--- config.mk ---
export PLATFORM = sky130hd
export DESIGN_NAME = irq_prio_ctrl
export DESIGN_NICKNAME = d
export VERILOG_FILES = /design/src/rtl/irq_prio_pkg.sv /design/src/rtl/prio_enc8.sv /design/src/rtl/irq_prio_ctrl.sv
export SDC_FILE = /design/constraint.sdc
export NUM_CORES = 1
export LEC_CHECK = 0
export ABC_AREA = 1
export BUFFER_PORTS_ARGS = -buffer_cell sky130_fd_sc_hd__buf_2
export CORE_MARGIN = 2
export CORE_UTILIZATION = 40
export DETAILED_ROUTE_END_ITERATION = 10
export GPL_TIMING_DRIVEN = 0
export HOLD_SLACK_MARGIN = 0.08
export SYNTH_ARGS = -nofsm -noshare
export SYNTH_HDL_FRONTEND = slang
export SYNTH_SLANG_ARGS = --single-unit
--- constraint.sdc ---
create_clock -name clk -period 2.49 [get_ports clk]
set_clock_uncertainty 0.2 [all_clocks]
set_input_delay 0.1245 -clock clk [delete_from_list [all_inputs] [get_ports clk]]
set_output_delay 0.1245 -clock clk [all_outputs]
set_load 0.02 [all_outputs]
--- src/rtl/irq_prio_pkg.sv ---
// Shared types and constants for the 8-channel interrupt priority controller.
package irq_prio_pkg;

  localparam int NUM_CH = 8;
  localparam int VEC_W  = 3;

  localparam logic [NUM_CH-1:0] MASK_RST = 8'h00;
  localparam logic [NUM_CH-1:0] SYNC_RST = 8'hFF;

  typedef enum logic [1:0] {
    IDLE = 2'd0,
    REQ  = 2'd1,
    SERV = 2'd2
  } state_t;

  // One-hot bit for a channel index, used to retire the serviced request.
  function automatic logic [NUM_CH-1:0] chan_bit(input logic [VEC_W-1:0] idx);
    return {{(NUM_CH-1){1'b0}}, 1'b1} << idx;
  endfunction

endpackage

--- src/rtl/prio_enc8.sv ---
// Combinational 8-to-3 priority encoder, active-high inputs, highest index wins.
module prio_enc8
  import irq_prio_pkg::*;
(
  input  logic [NUM_CH-1:0] d,
  output logic              none,
  output logic [VEC_W-1:0]  idx
);

  // Ascending scan so the last (highest) set bit overrides lower ones.
  always_comb begin
    idx = {VEC_W{1'b0}};
    for (int i = 0; i < NUM_CH; i++) begin
      idx = d[i] ? VEC_W'(i) : idx;
    end
  end

  assign none = (d == {NUM_CH{1'b0}});

endmodule

--- src/rtl/irq_prio_ctrl.sv ---
// Interrupt controller: synchronizes active-low requests, latches them as pending,
// masks them and offers the highest-priority channel to the CPU via int_n/ack/eoi.
module irq_prio_ctrl
  import irq_prio_pkg::*;
#(
  parameter int SYNC_STAGES = 2,
  parameter bit EDGE_MODE   = 1'b1
) (
  input  logic              clk,
  input  logic              rst_n,
  input  logic [NUM_CH-1:0] req_n,
  input  logic              mask_wr,
  input  logic [NUM_CH-1:0] mask_din,
  output logic [NUM_CH-1:0] mask_q,
  output logic [NUM_CH-1:0] pending_q,
  output logic              int_n,
  output logic [VEC_W-1:0]  vec,
  output logic              vec_valid,
  input  logic              ack,
  input  logic              eoi,
  output logic              busy
);

  logic [NUM_CH-1:0] sync_r [SYNC_STAGES];
  logic [NUM_CH-1:0] hist_r;
  logic [NUM_CH-1:0] pend_r;
  logic [NUM_CH-1:0] mask_r;
  logic [NUM_CH-1:0] s_req_n_s;
  logic [NUM_CH-1:0] set_s;
  logic [NUM_CH-1:0] clr_s;
  logic [NUM_CH-1:0] pend_nxt_s;
  logic [NUM_CH-1:0] cand_s;
  logic              ack_ok_s;
  logic              none_s;
  logic [VEC_W-1:0]  idx_s;

  state_t            state_r;
  logic              int_n_r;
  logic [VEC_W-1:0]  vec_r;
  logic              vec_valid_r;
  logic              busy_r;

  // Request synchronizer chain plus one-cycle history of its output for edge detection.
  always_ff @(posedge clk or negedge rst_n) begin
    if (!rst_n) begin
      for (int i = 0; i < SYNC_STAGES; i++) begin
        sync_r[i] <= SYNC_RST;
      end
      hist_r <= SYNC_RST;
    end else begin
      sync_r[0] <= req_n;
      for (int i = 1; i < SYNC_STAGES; i++) begin
        sync_r[i] <= sync_r[i-1];
      end
      hist_r <= sync_r[SYNC_STAGES-1];
    end
  end

  // Set has priority over the ack-driven clear so a re-arriving event is never lost.
  always_comb begin
    s_req_n_s  = sync_r[SYNC_STAGES-1];
    set_s      = EDGE_MODE ? (~s_req_n_s & hist_r) : ~s_req_n_s;
    ack_ok_s   = (state_r == REQ) && ack;
    clr_s      = ack_ok_s ? chan_bit(vec_r) : {NUM_CH{1'b0}};
    pend_nxt_s = (pend_r & ~clr_s) | set_s;
    cand_s     = pend_r & ~mask_r;
  end

  prio_enc8 u_enc (
    .d    (cand_s),
    .none (none_s),
    .idx  (idx_s)
  );

  // Pending and mask registers; the mask only gates selection, never latching.
  always_ff @(posedge clk or negedge rst_n) begin
    if (!rst_n) begin
      pend_r <= {NUM_CH{1'b0}};
      mask_r <= MASK_RST;
    end else begin
      pend_r <= pend_nxt_s;
      if (mask_wr) begin
        mask_r <= mask_din;
      end
    end
  end

  // CPU handshake sequencer with registered int_n/vec/vec_valid/busy.
  always_ff @(posedge clk or negedge rst_n) begin
    if (!rst_n) begin
      state_r     <= IDLE;
      int_n_r     <= 1'b1;
      vec_r       <= {VEC_W{1'b0}};
      vec_valid_r <= 1'b0;
      busy_r      <= 1'b0;
    end else begin
      case (state_r)
        IDLE: begin
          if (!none_s) begin
            state_r     <= REQ;
            vec_r       <= idx_s;
            int_n_r     <= 1'b0;
            vec_valid_r <= 1'b1;
          end
        end
        REQ: begin
          if (ack) begin
            state_r     <= SERV;
            int_n_r     <= 1'b1;
            vec_valid_r <= 1'b0;
            busy_r      <= 1'b1;
          end else if (none_s) begin
            state_r     <= IDLE;
            int_n_r     <= 1'b1;
            vec_valid_r <= 1'b0;
          end else begin
            vec_r <= idx_s;
          end
        end
        SERV: begin
          if (eoi) begin
            state_r <= IDLE;
            busy_r  <= 1'b0;
          end
        end
        default: begin
          state_r     <= IDLE;
          int_n_r     <= 1'b1;
          vec_valid_r <= 1'b0;
          busy_r      <= 1'b0;
        end
      endcase
    end
  end

  assign mask_q    = mask_r;
  assign pending_q = pend_r;
  assign int_n     = int_n_r;
  assign vec       = vec_r;
  assign vec_valid = vec_valid_r;
  assign busy      = busy_r;

endmodule

==> flow_results.org <==
** Run status
- The run finished with clean final reports.

** Logic synthesis
- During synthesis, Yosys emitted a total of 0 warnings.
- Synthesis produced a netlist with a net count of 182.
- Share of the synthesized area in the top cell type :: 0.366
- Number of unique standard cell types used by synthesis :: 20
- Of all cell types, the one taking the most synthesized area is sky130_fd_sc_hd__dfstp_2.
- Of the synthesized area, sequential elements account for 0.687.
- Synthesized instance count :: 161
- Synth Area per Inst :: between 10 and 15 sq um
- In the post-synthesis netlist, the biggest area contributors are sky130_fd_sc_hd__dfstp_2 (37%), sky130_fd_sc_hd__dfrtp_1 (32%), sky130_fd_sc_hd__nand2_1 (8.0%).
- Seq cells post-synth :: 48
- Cell area after synthesis :: about 1800 sq um

** Clock network
- Clock tree synthesis found a total of 48 sinks.
- Clk_lat worst skew :: approximately 0.31 ns
- Root buffer cell :: sky130_fd_sc_hd__clkbuf_8
- The clock passes through at most 2 buffers.
- The H-tree was split into 2 levels.
- Clock-pin slew was measured on the worst setup and hold paths at about 0.090 ns.
- Post-cts gate resize count :: 0
- Buffers inserted during clock tree synthesis total 5.
- TritonCTS built the clock tree.
- Setup repair bufs after CTS :: 0

** Floorplan
- The die covers 5030 sq um.
- between 40 and 50 I/O pins were placed.
- The initial utilization of the core area, before any placement, comes to 0.415.
- Std cell rows :: 24
- Vert. Die Dim :: 71.0 microns
- In this run the horizontal extent of the chip is ~70 microns.
- The core region is ~4300 sq um.

** STA
- Final critical path time including I/O delays and setup :: 1.74 ns
- Final setup TNS :: 0 ns
- Slack of the critical path :: 0.750 ns
- Final slew viol count :: 0
- Setup-violating endpoint count in the final report :: 0
- Final critical-path share of the clock period :: 0.699
- Worst-Margin Slew :: 1.02 ns
- The total count of hold-check failures in the final report is 0.
- Setup repair after global routing left no endpoint under its margin.
- Headroom to the max-slew limit came out at 0.318.
- Based on the critical path, the design can be clocked at up to roughly 0.57 GHz.

** Finish
- Fill cells in the final layout number between 400 and 500.
- The area growth from synthesis to layout is 37.3%.
- Summing all non-filler instances in the final layout gives an area of between 2000 and 2500 sq um.
- Of the cells placed in the final design, the portion with a size suffix greater than 1 is 0.422.
- In the final design database the tool counted 257 nets.
- Final antenna diode count :: 0
- Once layout is complete, the cells apart from fillers number a little under 300.

** Critical path
- Measured in cells, the most critical reg-to-reg path has a length of 5.
- Startpoint class of the critical path :: register
- Nature of the critical path endpoint :: register
- Arrival time of data at the critical path endpoint :: 1.78 ns
- In this run the worst path has a maximum fanout of 4.
- The worst setup path is of the reg2reg kind.
- STA puts the critical path data required time at ~2.5 ns.

** Route
- The pre-antenna-repair detailed-routing pass consisted of 4 iterations.
- In this run the remaining antenna-violating nets after routing total 0.
- In the routed design, unresolved DRC markers number 0.
- WL/cell :: 11.5 microns
- Detailed router's first-iteration violation count :: 37
- Via density per instance :: around 4.5
- After detailed routing, the total wire length is ~3300 microns.
- The routed layout has about 1300 vias.

** Hold path
- Instance count along the most critical hold path :: 0
- The tightest min-delay check is of the reg2reg type.

** Placement
- Before CTS, the worst setup slack after placement is 1.09 ns.
- Input and output buffers added on the ports amount to 42.
- The wire-length estimate of the detail-placed layout is between 2000 and 2500 microns.
- After detailed placement, the design holds a cell count of between 200 and 300.
- Routability-driven placement congestion ratio :: 0.773
- Cell area after placement :: roughly 2100 sq um

** GRT
- Entering global routing, the biggest net connects 49 pins.
- The via count of the first global-routing pass was 1252.
- The initial antenna violation count is 0.
- Summed over all layers, the global routing overflow is 0.
- Across every metal layer, demand over resource in global routing totals 0.148.
- The first global-routing pass estimated 5710 microns of wire.

** Pwr
- Pwr Total :: between 2000 and 2500 uW
- The worst-case IR drop observed on VDD is ~0.48 mV.
- Power density normalized to cell area :: between 900 and 1000 nW/um^2
- For this design the static power due to leakage is about 0.0012 uW.

** Flow run
- Max cap viols :: 0
==> cells by family (layout without fill, tap and decap cells) <==
group           count (synthesis)  after routing  synth area share
simple gates                   60             60             0.174
flops                          48             48             0.687
compound gates                 29             29            0.0879
buf+inv                        24            100            0.0502
==> metal layers <==
metal	vias up	GRT usage	share of wire
met1	616	0.194	0.45
met5	-	0	0
met2	29	0.227	0.48
met3	6	0.0470	0.051
met4	0	0.0671	0.018
li1	653	-	-
==> synthesized netlist by cell type, drive strengths merged <==
master,n
o21ai,28
or2,2
dfstp,25
nand3,4
nor2,4
dfrtp,23
nand4,1
nor3,1
inv,23
a31oi,1
clkbuf,1
nand2,48
==> path summary, 6_finish.rpt <==
check / from / to / slack [ns]
worst max-delay path: state_r[0] / state_r[1] / 0.75
worst min-delay path: sync_r[15] / s_req_n_s[7] / 0.16
worst max register to register: state_r[0] / state_r[1] / 0.75
worst min register to register: sync_r[15] / s_req_n_s[7] / 0.16
max in group asynchronous: rst_n / busy / 1.12
min in group asynchronous: rst_n / pending_q[0] / 0.33
==> cells in the final DEF, fill, tap and decap left out <==
cell / n
sky130_fd_sc_hd__bufinv_16: 1
sky130_fd_sc_hd__dfstp_2: 25
sky130_fd_sc_hd__or2_4: 1
sky130_fd_sc_hd__o21ai_1: 19
sky130_fd_sc_hd__clkbuf_8: 5
sky130_fd_sc_hd__nor2_4: 2
sky130_fd_sc_hd__nand2_1: 38
sky130_fd_sc_hd__nand4_1: 1
sky130_fd_sc_hd__dlygate4sd3_1: 26
sky130_fd_sc_hd__clkbuf_16: 1
sky130_fd_sc_hd__nor3_4: 1
sky130_fd_sc_hd__clkbuf_1: 1
sky130_fd_sc_hd__nand3_2: 2
sky130_fd_sc_hd__inv_2: 8
sky130_fd_sc_hd__a31oi_1: 1
sky130_fd_sc_hd__nand2_2: 8
sky130_fd_sc_hd__o21ai_0: 8
sky130_fd_sc_hd__buf_2: 42
sky130_fd_sc_hd__nand2_4: 2
sky130_fd_sc_hd__nand3_1: 2
sky130_fd_sc_hd__inv_1: 15
sky130_fd_sc_hd__or2_1: 1
sky130_fd_sc_hd__inv_6: 1
sky130_fd_sc_hd__dfrtp_1: 23
sky130_fd_sc_hd__nor2_1: 2
sky130_fd_sc_hd__o21ai_4: 1
==> metrics by stage <==
step / hold slack (ns) / utilization
after floorplan: -0.371 / -
after global placement: 0.0292 / 0.478
after detailed placement: 0.0311 / 0.478
after CTS: 0.160 / 0.569
after global routing: 0.164 / 0.569
final: 0.158 / 0.569
==> sequential cells by signal, indices dropped and copies added, names as in the netlist <==
name and flops:
int_n 1, state_r 2, vec 3, s_req_n_s 8
mask_q 8, hist_r 8, pending_q 8, busy 1
vec_valid 1, sync_r 8
==> timing repair <==
item / 4_1_cts / 5_1_grt
hold buffers: 26 / 0
endpoints found under the hold margin: 42 / 0
setup endpoints to repair: 0 / 0
==> power by group <==
part	switching [uW]	internal, uW	total, uW
Combinational	447	270	718
Sequential	119	938	1060
Clock	271	364	635
==> cell type report <==
| class | instances | area, sq um | share of cell area |
|---|---|---|---|
| Clock buffer | 6 | 93.8 | 0.0381 |
| Inverter | 23 | 86.3 | 0.0351 |
| Clock inverter | 2 | 38.8 | 0.0158 |
| Buffer | 1 | 3.75 | 0.00153 |
| Sequential cell | 48 | 1230 | 0.501 |
| Multi-Input combinational cell | 89 | 470 | 0.191 |
| Tap cell | 52 | 65.1 | 0.0264 |
| Timing Repair Buffer | 68 | 470 | 0.191 |
==> critical path, stage by stage (launching register included) <==
cell and delay (ns):
sky130_fd_sc_hd__dfrtp_1 0.44, sky130_fd_sc_hd__inv_2 0.11, sky130_fd_sc_hd__nand2_1 0.08, sky130_fd_sc_hd__or2_1 0.24
sky130_fd_sc_hd__nand2_1 0.06, sky130_fd_sc_hd__dlygate4sd3_1 0.55
Power figures use the tool's default switching activity.
